**config.mk**
```make
export PLATFORM = sky130hd
export DESIGN_NAME = lcd_sync_param
export DESIGN_NICKNAME = d
export VERILOG_FILES = /design/src/rtl/lcd_sync_param.sv
export SDC_FILE = /design/constraint.sdc
export NUM_CORES = 1
export LEC_CHECK = 0
export ABC_AREA = 0
export CAP_MARGIN = 20
export CORE_MARGIN = 5
export CORE_UTILIZATION = 48
export CTS_BUF_LIST = sky130_fd_sc_hd__clkbuf_8
export DETAILED_ROUTE_END_ITERATION = 7
export DONT_BUFFER_PORTS = 1
export PLACE_DENSITY = 0.71
export SLEW_MARGIN = 20
export SYNTH_ARGS = -nofsm -noshare
export SYNTH_HDL_FRONTEND = slang
export SYNTH_SLANG_ARGS = --single-unit
```
**constraint.sdc**
```tcl
create_clock -name CLK -period 3 [get_ports CLK]
set_input_delay 0.3 -clock CLK [delete_from_list [all_inputs] [get_ports CLK]]
set_output_delay 0.3 -clock CLK [all_outputs]
set_load 0.01 [all_outputs]
```
**src/rtl/lcd_sync_param.sv**
```systemverilog
// Parametrised LCD timing generator: pixel-clock divider, H/V counters, sync, data enable,
// pixel coordinates, line/frame strobes and frame counter. Define LCD_SYNC_PATTERN_EN to add colour-bar R/G/B.
module lcd_sync_param #(
    parameter int CLK_DIV  = 2,
    parameter int H_ACTIVE = 800,
    parameter int H_FP     = 210,
    parameter int H_PW     = 1,
    parameter int H_BP     = 45,
    parameter int V_ACTIVE = 480,
    parameter int V_FP     = 22,
    parameter int V_PW     = 1,
    parameter int V_BP     = 22,
    parameter bit HS_POL   = 1'b0,
    parameter bit VS_POL   = 1'b0,
    parameter int FCNT_W   = 8
) (
    input  logic                        CLK,
    input  logic                        RST_N,
    output logic                        NCLK,
    output logic                        GREST,
    output logic                        HD,
    output logic                        VD,
    output logic                        DEN,
    output logic [$clog2(H_ACTIVE)-1:0] columna,
    output logic [$clog2(V_ACTIVE)-1:0] fila,
    output logic                        LINE_START,
    output logic                        FRAME_START,
    output logic [FCNT_W-1:0]           FRAME_CNT
`ifdef LCD_SYNC_PATTERN_EN
    ,
    output logic [7:0]                  R,
    output logic [7:0]                  G,
    output logic [7:0]                  B
`endif
);

    localparam int H_TOTAL = H_ACTIVE + H_FP + H_PW + H_BP;
    localparam int V_TOTAL = V_ACTIVE + V_FP + V_PW + V_BP;
    localparam int DW      = $clog2(CLK_DIV);
    localparam int HW      = $clog2(H_TOTAL);
    localparam int VW      = $clog2(V_TOTAL);
    localparam int COL_W   = $clog2(H_ACTIVE);
    localparam int ROW_W   = $clog2(V_ACTIVE);

    localparam logic [DW-1:0] DIV_LAST = DW'(CLK_DIV - 1);
    localparam logic [DW-1:0] DIV_HALF = DW'(CLK_DIV / 2);
    localparam logic [HW-1:0] H_LAST   = HW'(H_TOTAL - 1);
    localparam logic [HW-1:0] H_ACT    = HW'(H_ACTIVE);
    localparam logic [HW-1:0] HS_BEG   = HW'(H_ACTIVE + H_FP);
    localparam logic [HW-1:0] HS_END   = HW'(H_ACTIVE + H_FP + H_PW);
    localparam logic [VW-1:0] V_LAST   = VW'(V_TOTAL - 1);
    localparam logic [VW-1:0] V_ACT    = VW'(V_ACTIVE);
    localparam logic [VW-1:0] VS_BEG   = VW'(V_ACTIVE + V_FP);
    localparam logic [VW-1:0] VS_END   = VW'(V_ACTIVE + V_FP + V_PW);

    logic [DW-1:0]    div_cnt;
    logic [DW-1:0]    div_nxt;
    logic [HW-1:0]    hcnt;
    logic [VW-1:0]    vcnt;
    logic             tick;
    logic             h_last;
    logic             v_last;
    logic             line_first;
    logic             frame_first;
    logic             den_d;
    logic             hs_d;
    logic             vs_d;
    logic [COL_W-1:0] col_d;
    logic [ROW_W-1:0] row_d;

    // Decode of the current position; registered on the tick edge, hence one tick of latency.
    always_comb begin
        // NOTE: every signal gets a value on every path through always_comb, otherwise a latch is inferred.
        tick        = (div_cnt == DIV_LAST);
        div_nxt     = tick ? '0 : div_cnt + 1'b1;
        h_last      = (hcnt == H_LAST);
        v_last      = (vcnt == V_LAST);
        line_first  = (hcnt == '0);
        frame_first = line_first && (vcnt == '0);
        den_d       = (hcnt < H_ACT) && (vcnt < V_ACT);
        hs_d        = (hcnt >= HS_BEG) && (hcnt < HS_END);
        vs_d        = (vcnt >= VS_BEG) && (vcnt < VS_END);
        col_d       = den_d ? hcnt[COL_W-1:0] : '0;
        row_d       = den_d ? vcnt[ROW_W-1:0] : '0;
    end

`ifdef LCD_SYNC_PATTERN_EN
    localparam int            BAR_W   = (H_ACTIVE / 8 > 0) ? H_ACTIVE / 8 : 1;
    localparam logic [HW-1:0] BAR_DIV = HW'(BAR_W);
    localparam logic [HW-1:0] BAR_MAX = HW'(7);

    logic [HW-1:0] bar_raw;
    logic [2:0]    bar;

    // Bar index bits map straight to channels: white, yellow, cyan, green, magenta, red, blue, black.
    always_comb begin
        bar_raw = hcnt / BAR_DIV;
        bar     = (bar_raw > BAR_MAX) ? 3'd7 : bar_raw[2:0];
    end
`endif

    always_ff @(posedge CLK) begin
        // NOTE: state registers use non-blocking assignments so every flop samples pre-edge values.
        if (!RST_N) begin
            div_cnt     <= '0;
            hcnt        <= '0;
            vcnt        <= '0;
            FRAME_CNT   <= '0;
            NCLK        <= 1'b0;
            GREST       <= 1'b0;
            DEN         <= 1'b0;
            columna     <= '0;
            fila        <= '0;
            LINE_START  <= 1'b0;
            FRAME_START <= 1'b0;
            HD          <= ~HS_POL;
            VD          <= ~VS_POL;
`ifdef LCD_SYNC_PATTERN_EN
            R           <= 8'h00;
            G           <= 8'h00;
            B           <= 8'h00;
`endif
        end else begin
            div_cnt     <= div_nxt;
            NCLK        <= (div_nxt >= DIV_HALF);
            GREST       <= 1'b1;
            LINE_START  <= tick && line_first;
            FRAME_START <= tick && frame_first;
            if (tick) begin
                DEN     <= den_d;
                columna <= col_d;
                fila    <= row_d;
                HD      <= hs_d ? HS_POL : ~HS_POL;
                VD      <= vs_d ? VS_POL : ~VS_POL;
`ifdef LCD_SYNC_PATTERN_EN
                R       <= (den_d && !bar[1]) ? 8'hFF : 8'h00;
                G       <= (den_d && !bar[2]) ? 8'hFF : 8'h00;
                B       <= (den_d && !bar[0]) ? 8'hFF : 8'h00;
`endif
                if (frame_first) begin
                    FRAME_CNT <= FRAME_CNT + 1'b1;
                end
                if (h_last) begin
                    hcnt <= '0;
                    vcnt <= v_last ? '0 : vcnt + 1'b1;
                end else begin
                    hcnt <= hcnt + 1'b1;
                end
            end
        end
    end

endmodule
```
==> metrics.md <==
| Metric | Value |
|---|---|
| Synth cell count leaders | `55 x dfxtp_1, 34 x nor2_1, 18 x a22o_1, 16 x nand2_1, 15 x xor2_1` |
| WL final | `4610 um` |
| Register bit total from synthesis | `55` |
| Reg2reg setup slack | `a little under 0.8 ns` |
| Seq/Total Area, Yosys | `49.0%` |
| CP Data Arrival Time | `2.45 ns` |
| Peak supply drop | `0.320 mV` |
| Chip Height | `a little under 80 um` |
| Vias in the first global route | `1614` |
| Total grt overflow | `0` |
| Mapped Area | `2250 sq um` |
| Layout cells sized above 1 | `8.02%` |
| Port bufs | `0` |
| Fin crit share | `73.6%` |
| CTS root buf | `clkbuf_8` |
| DRC viols | `0` |
| Final Core Density | `53.9%` |
| CTS tree | `built` |
| Count of max-cap constraint violations | `0` |
| I/O pins | `36` |
| Synth warn | `0` |
| DR vias | `1660` |
| Max frequency | `453 MHz` |
| First-pass GRT wire length | `about 7800 um` |
| Worst Tran Pin Value | `0.734 ns` |
| Vias per std cell | `5.74` |
| Clock buffer depth | `2` |
| Antenna Nets Post-Route | `0` |
| Core Area | `approximately 4400 sq um` |
| Main flop type after synthesis | `dfxtp_1` |
| TritonRoute pass-1 iters | `5` |
| Post-synthesis async set-or-reset flop share | `0%` |
| Power Dens Cells | `513 nW/um^2` |
| GPL Wtd Cong | `0.875` |
| TritonCTS Sinks | `55` |
| Setup TNS | `0 ns` |
| GRT Util Overall | `15.8%` |
| Die W | `78.4 um` |
| Status | `completed` |
| Die ar. | `slightly above 6000 sq um` |
| DR WL/cell | `roughly 16 um` |
| Mean area per synthesized cell | `9.52 sq um` |
| Layout Nets | `243` |
| Initial Utilization | `between 50% and 60%` |
| Htree depth | `2` |
| Row cnt | `24` |
| CP max FO | `9` |
| Hold Path Class | `input port to flop` |
| Crit. End Element | `flop` |
| Post-synth EDFFs | `0` |
| DR iter-0 viols | `110` |
| Area contributors post-synth | `dfxtp_1 49%, a22o_1 7.0%, xor2_1 5.8%` |
| Clock Pin Slew Worst Setup and Hold Paths | `~0.10 ns` |
| Post-synth net total | `243` |
| Area delta synth->final | `6.74%` |
| Initial antenna violation count | `0` |
| Setup CP Type | `flop to flop` |
| Final Hold Fails | `0` |
| Worst Skew | `0.0123 ns` |
| Post-Syn Instances | `236` |
| Pleak | `0.000893 uW` |
| TritonCTS Buffers | `5` |
| Largest area contributor in the synthesized netlist | `dfxtp_1` |
| Yosys top cell area share | `just under 50%` |
| Slew Viols, Final | `0` |
| Startpoint types | `flop` |
| Unique masters post-synth | `slightly above 40` |
| Worst slew margin | `50.9%` |
| Worst skew pair latency | `~0.3 ns` |
| Unrepaired setup endpoints after global routing | `false` |
| Data required time at the worst endpoint | `3.24 ns` |
| Setup-failing EPs final | `0` |
| Most frequent cell after synthesis | `dfxtp_1` |
| DP HPWL | `around 3300 um` |
| N_diodes | `0` |
| Final min period | `2.21 ns` |
| Pin count of the biggest net entering global routing | `17` |
state kept, by name (all words and copies together), names as in the netlist, 8 cells and up:
register and flops:
FRAME_CNT 8, columna 10, fila 9, hcnt 11, vcnt 10
kinds of logic after synthesis:
group	count (synthesis)	share of synthesized area [%]
simple gates	102	24.5
flops	55	49.0
compound gates	33	11.3
xor+xnor	22	8.58
buf+inv	18	3.45
fa+ha+maj	5	2.79
mux	1	0.446
report_power, final:
part,total (uW),switching (uW),internal (uW)
Sequential,755,14.3,740
Combinational,64.4,40.4,24.0
Clock,412,226,186
Total,1230,280,951
cells in the final DEF (no fill, tap or decap), types with 3 or more instances in the layout:
master / instances
xor2_1: 15
nor3_1: 4
nand3_1: 12
xnor2_1: 7
o21ai_0: 3
nand2_1: 16
dfxtp_1: 55
nor2_1: 34
ha_1: 5
and3_1: 4
inv_1: 7
a21oi_1: 4
buf_4: 4
clkbuf_8: 6
or4_1: 3
nand4_1: 11
a22o_1: 18
critical path: stages (launching register included):
cell     delay [ns]
dfxtp_1        0.38
inv_1          0.08
ha_1           0.13
or4b_4         0.46
nor4_4         0.28
nand2_4        0.14
or4_1          0.52
a21oi_1        0.15
routing by layer:
metal  share of wire, %  wire, um  GRT usage (%)
met1                 45      2100           19.2
met2                 47      2160           26.4
met3                6.4       297           5.03
met4                1.2        57           5.24
met5                  0         0              0
final cells by class:
class / instances / area [sq um]
clock inverters: 2 / 12.5
clock buffers: 6 / 82.6
well taps: 52 / 65.1
multi-input cells: 163 / 1070
repair buffers: 5 / 40.0
fillers: 434 / 2050
inverters: 6 / 22.5
flip-flops and latches: 55 / 1100
through the flow:
step	instances	hold slack (ns)	setup slack, ns	total power, uW	cell area, sq um
3_5_place_dp	280	0.328	0.797	836	2290
3_3_place_gp	280	0.328	0.859	834	2290
2_1_floorplan	236	0.328	0.934	819	2250
6_report	289	0.0562	0.793	1230	2400
5_1_grt	289	0.0412	0.612	1290	2400
4_1_cts	288	0.0123	0.776	1250	2390
path summary, 6_finish.rpt:
check | from | to | cells after the start
min | RST_N | HD$_SDFFE_PN1P_ | 1
max | hcnt[0]$_SDFFE_PN0P_ | FRAME_CNT[7]$_SDFFE_PN0P_ | 7
min reg2reg | FRAME_CNT[7]$_SDFFE_PN0P_ | FRAME_CNT[7]$_SDFFE_PN0P_ | 2
max reg2reg | hcnt[0]$_SDFFE_PN0P_ | FRAME_CNT[7]$_SDFFE_PN0P_ | 7
timing repair:
| item | 4_1_cts | 5_1_grt |
|---|---|---|
| setup buffers | 0 | 0 |
| endpoints found under the hold margin | 0 | 1 |
| hold buffers | 0 | 1 |
| gates resized for setup | 0 | 0 |
(Power assumes the default switching activity.)
